--- config.mk ---
export PLATFORM = sky130hd
export DESIGN_NAME = xbus_arb
export DESIGN_NICKNAME = d
export VERILOG_FILES = /design/src/rtl/xbus_arb.sv
export SDC_FILE = /design/constraint.sdc
export NUM_CORES = 1
export LEC_CHECK = 0
export ABC_AREA = 1
export BUFFER_PORTS_ARGS = -buffer_cell sky130_fd_sc_hd__buf_2
export CAP_MARGIN = 5
export CORE_AREA = 3 3 112 93
export DETAILED_ROUTE_END_ITERATION = 10
export DIE_AREA = 0 0 115 96
export PLACE_DENSITY = 0.79
export SETUP_SLACK_MARGIN = 0.3
export SLEW_MARGIN = 20
export SYNTH_ARGS = -nofsm -noshare
export SYNTH_HDL_FRONTEND = slang
export SYNTH_SLANG_ARGS = --single-unit
--- constraint.sdc ---
create_clock -name clk -period 1.9 [get_ports clk]
set_clock_uncertainty 0.15 [all_clocks]
set_input_delay 0.475 -clock clk [delete_from_list [all_inputs] [get_ports clk]]
set_output_delay 0.475 -clock clk [all_outputs]
set_load 0.01 [all_outputs]
--- src/rtl/xbus_arb.sv ---
// Data-memory bus arbiter: the CPU port always owns the bus; a single latched secondary
// request is served in the first cycle the CPU leaves the bus idle.
module xbus_arb #(
    parameter int DATA_W     = 32,
    parameter int ADDR_W     = 10,
    parameter int STARVE_MAX = 15
) (
    input  logic              clk,
    input  logic              rst,
    input  logic              cpu_sel,
    input  logic              cpu_we,
    input  logic [ADDR_W-1:0] cpu_addr,
    input  logic [DATA_W-1:0] cpu_wdata,
    output logic [DATA_W-1:0] cpu_rdata,
    input  logic              per_req,
    input  logic              per_we,
    input  logic [ADDR_W-1:0] per_addr,
    input  logic [DATA_W-1:0] per_wdata,
    output logic              per_ack,
    output logic [DATA_W-1:0] per_rdata,
    output logic              busy,
    output logic              starve,
    output logic              mem_sel,
    output logic              mem_we,
    output logic [ADDR_W-1:0] mem_addr,
    output logic [DATA_W-1:0] mem_wdata,
    input  logic [DATA_W-1:0] mem_rdata
);

    localparam int CNT_W = $clog2(STARVE_MAX + 1);
    localparam logic [CNT_W-1:0] CNT_MAX = CNT_W'(STARVE_MAX);

    typedef enum logic [1:0] {IDLE, PEND, ACK} state_t;

    state_t            state;
    state_t            state_nxt;
    logic              hold_we;
    logic [ADDR_W-1:0] hold_addr;
    logic [DATA_W-1:0] hold_wdata;
    logic [CNT_W-1:0]  cnt;
    logic              grant;

    assign grant = (state == PEND) && !cpu_sel;

    always_ff @(posedge clk or negedge rst) begin
        if (!rst) begin
            state <= IDLE;
        end else begin
            state <= state_nxt;
        end
    end

    always_comb begin
        state_nxt = state;
        case (state)
            IDLE:    if (per_req) state_nxt = PEND;
            PEND:    if (!cpu_sel) state_nxt = ACK;
            ACK:     state_nxt = IDLE;
            default: state_nxt = IDLE;
        endcase
    end

    // Request capture, starvation count and the registered completion side.
    always_ff @(posedge clk or negedge rst) begin
        if (!rst) begin
            hold_we    <= 1'b0;
            hold_addr  <= '0;
            hold_wdata <= '0;
            cnt        <= '0;
            per_ack    <= 1'b0;
            per_rdata  <= '0;
        end else begin
            per_ack <= grant;
            if (state == IDLE && per_req) begin
                hold_we    <= per_we;
                hold_addr  <= per_addr;
                hold_wdata <= per_wdata;
            end
            if (state == PEND) begin
                if (cpu_sel) begin
                    if (cnt != CNT_MAX) cnt <= cnt + 1'b1;
                end else begin
                    cnt <= '0;
                    if (!hold_we) per_rdata <= mem_rdata;
                end
            end
        end
    end

    // The CPU cannot stall, so it takes the bus whenever it asks, whatever the state.
    always_comb begin
        mem_sel   = 1'b0;
        mem_we    = 1'b0;
        mem_addr  = cpu_addr;
        mem_wdata = cpu_wdata;
        if (cpu_sel) begin
            mem_sel = 1'b1;
            mem_we  = cpu_we;
        end else if (state == PEND) begin
            mem_sel   = 1'b1;
            mem_we    = hold_we;
            mem_addr  = hold_addr;
            mem_wdata = hold_wdata;
        end
        busy      = (state != IDLE);
        starve    = (cnt == CNT_MAX);
        cpu_rdata = mem_rdata;
    end

endmodule

==> run_results.csv <==
group,metric,value,unit
global_routing,antenna_found_initial,0,
global_routing,grt_pass1_vias,3946,
route,ant_nets,0,
synthesis,ys_ff_latch,82,
worst_setup_path,critPathArrivalTime,1.58,ns
clock_network,cts_sinks,82,
worst_setup_path,path_common_cell,"nand2_1",
worst_setup_path,critical_path.max_fanout,8,
timing,worstMarginPinSlew,0.448,ns
final_layout,diodes,0,
die,die_y,96,um
route,vias_per_cell,4.90,
route,drtIter0Drc,255,
timing,slew_headroom,0.702,
timing,fin_ws,-0.301,ns
synthesis,syn_inst,540,
clock_network,clk_pin_slew,0.06,ns
clock_network,root_buffer,"clkbuf_16",
final_layout,nets,904,
timing,fmax,454,MHz
final_layout,layout_common_cells,"216 x nand2_1, 202 x buf_2, 81 x dfrtp_1, 76 x nand2_2, 46 x nand3_1",
route,vias,4434,
flow_run,drv_cap,0,
synthesis,yosys_warnings,0,
clock_network,clock_path_buffers,2,
placement,placed_cells,846,
power,power.leakage,3.94,nW
clock_network,cts_made_buffers,9,
timing,holdWs,0.00438,ns
timing,hold_viol,0,
global_routing,grt_max_degree,83,
die,die_area,11000,um2
final_layout,final_layout_size_suffix_gt1_frac,0.547,
worst_setup_path,path_cells,"buf_4 > nor2_4 > nand2_4 > clkbuf_16 > nand2_1 > nand2_1 > buf_2",
route,first_pass_iters,4,
die,dieWidth,115,um
timing,period_needed,2.20,ns
outcome,status,"finished with violations",
clock_network,holdBufCountCts,0,
hold_path,hold_class,"in2async",
clock_network,h-tree-depth,3,
worst_setup_path,crit_type,"reg2out",
timing,finalCritPeriodShare,1.16,
final_layout,fin_util,0.721,
final_layout,final-instance-count-excl-fill,905,
final_layout,layout_commonest_cell,"nand2_1",
placement,io_buffers,232,
timing,timing.final.max_slew_violations,0,
outcome,violations,"setup timing",
final_layout,areaGrowthSynthToFinish,66.4,%
global_routing,grt_usage,0.213,
die,coreArea,9450,um2
synthesis,ys_seq_area_frac,0.502,
worst_setup_path,rr_worst_depth,9,
placement,dpl_worst_slack,-0.0393,ns
worst_setup_path,cp-start-kind,"register",
global_routing,grt_pass1_wl,18500,um
worst_setup_path,critPathRequiredTime,1.27,ns
route,routed_wl,14300,um
route,wire_per_inst,15.8,um
placement,routabilityCongestion,0.812,
worst_setup_path,cp_slowest_stage_delay,0.40,ns
clock_network,clk_latency,0.32,ns
timing,setup_violations,44,
route,drc,0,
die,start_util,0.433,
synthesis,synth.avg_cell_area,7.58,um2
worst_setup_path,end_kind,"output port",
power,p_per_area,1300,nW/um2
power,ir_drop,0.616,mV
worst_setup_path,worst_r2r_startpoint,"state[0]",
die,rows,32,
final_layout,multiInputGateArea,2130,um2
clock_network,cts_tree,"done",
global_routing,grt_overflow,0,
timing,rsz0062_at_grt,"true",
worst_setup_path,slowest_stage,"dfrtp_1",
synthesis,synth_nets,663,
final_layout,seq_area,2050,um2
synthesis,ys_types,18,
final_layout,nFillCells,675,
worst_setup_path,cp-startpoint,"state[1]",
synthesis,syn_area,4090,um2
placement,dp_hpwl,8200,um
timing,fin_tns_setup,-11.95,ns
die,ios,233,
stage by stage:
stage          area (um2)  power (mW)
2_1_floorplan        4140        4.52
3_3_place_gp         5180        5.49
3_5_place_dp         5180        5.60
4_1_cts              5950        7.81
5_1_grt              6810        9.41
6_report             6810        8.87
critical path: cells and delay by family, from the launching register on:
family | cells | cell delay (ns)
buffers and inverters | 3 | 0.49
flip-flops | 1 | 0.40
AND/OR/NAND/NOR | 4 | 0.36
registers in the layout, indices dropped and copies added, names as in the netlist:
signal	flops
cnt	4
hold_addr	10
hold_wdata	32
hold_we	1
per_ack	1
per_rdata	32
state	2
cells in the mapped netlist, drive strengths merged:
| master | instances | share of area |
|---|---|---|
| nand4 | 1 | 0.0015 |
| nor2 | 9 | 0.014 |
| buf | 51 | 0.098 |
| dfrtp | 82 | 0.50 |
| clkbuf | 9 | 0.0083 |
| a21oi | 1 | 0.0012 |
| inv | 9 | 0.0083 |
| o21ai | 2 | 0.0024 |
| nand3 | 48 | 0.059 |
| nand2 | 327 | 0.30 |
| ha | 1 | 0.0031 |
layer usage:
layer / up-vias / share of wire / global-route usage
met1: 2061 / 0.38 / 0.251
met4: 0 / 0.022 / 0.0538
li1: 2115 / - / -
met5: - / 0 / 0
met3: 26 / 0.072 / 0.0522
met2: 232 / 0.53 / 0.391
worst paths after layout:
kind | to | slack [ns]
max in group asynchronous | hold_wdata[23] | 1.23
min in group clk | per_rdata[22] | 0.20
setup / recovery | mem_wdata[6] | -0.30
hold / removal | per_rdata[5] | 0.004
hold reg to reg | hold_addr[7] | 0.33
setup reg to reg | hold_we | 0.09
kinds of logic (layout without fill, tap and decap cells):
kind of cell	Yosys count	in the layout	share of synthesized area
compound gates	3	3	0.00367
fa+ha+maj	1	1	0.00306
buf+inv	69	311	0.114
flops	82	82	0.502
simple gates	385	389	0.378
where the power goes:
group	switching, mW	internal [mW]	leakage [nW]	total [mW]
clock network	0.663	1.02	0.129	1.68
registers	0.658	2.52	1.02	3.17
logic	2.08	1.94	2.79	4.02
area by class of cell:
class | count | share of cell area
timing repair buffer | 286 | 0.316
multi-input combinational | 393 | 0.313
sequential | 82 | 0.302
clock buffer | 12 | 0.0347
tap | 119 | 0.0219
clock inverter | 4 | 0.00772
inverter | 9 | 0.00551
repair_timing:
action,CTS,global route
buffers inserted,16,9
gates cloned,4,14
setup endpoints to repair,46,121
pin swaps,4,30
resized for setup,62,142
Power figures use the tool's default switching activity.
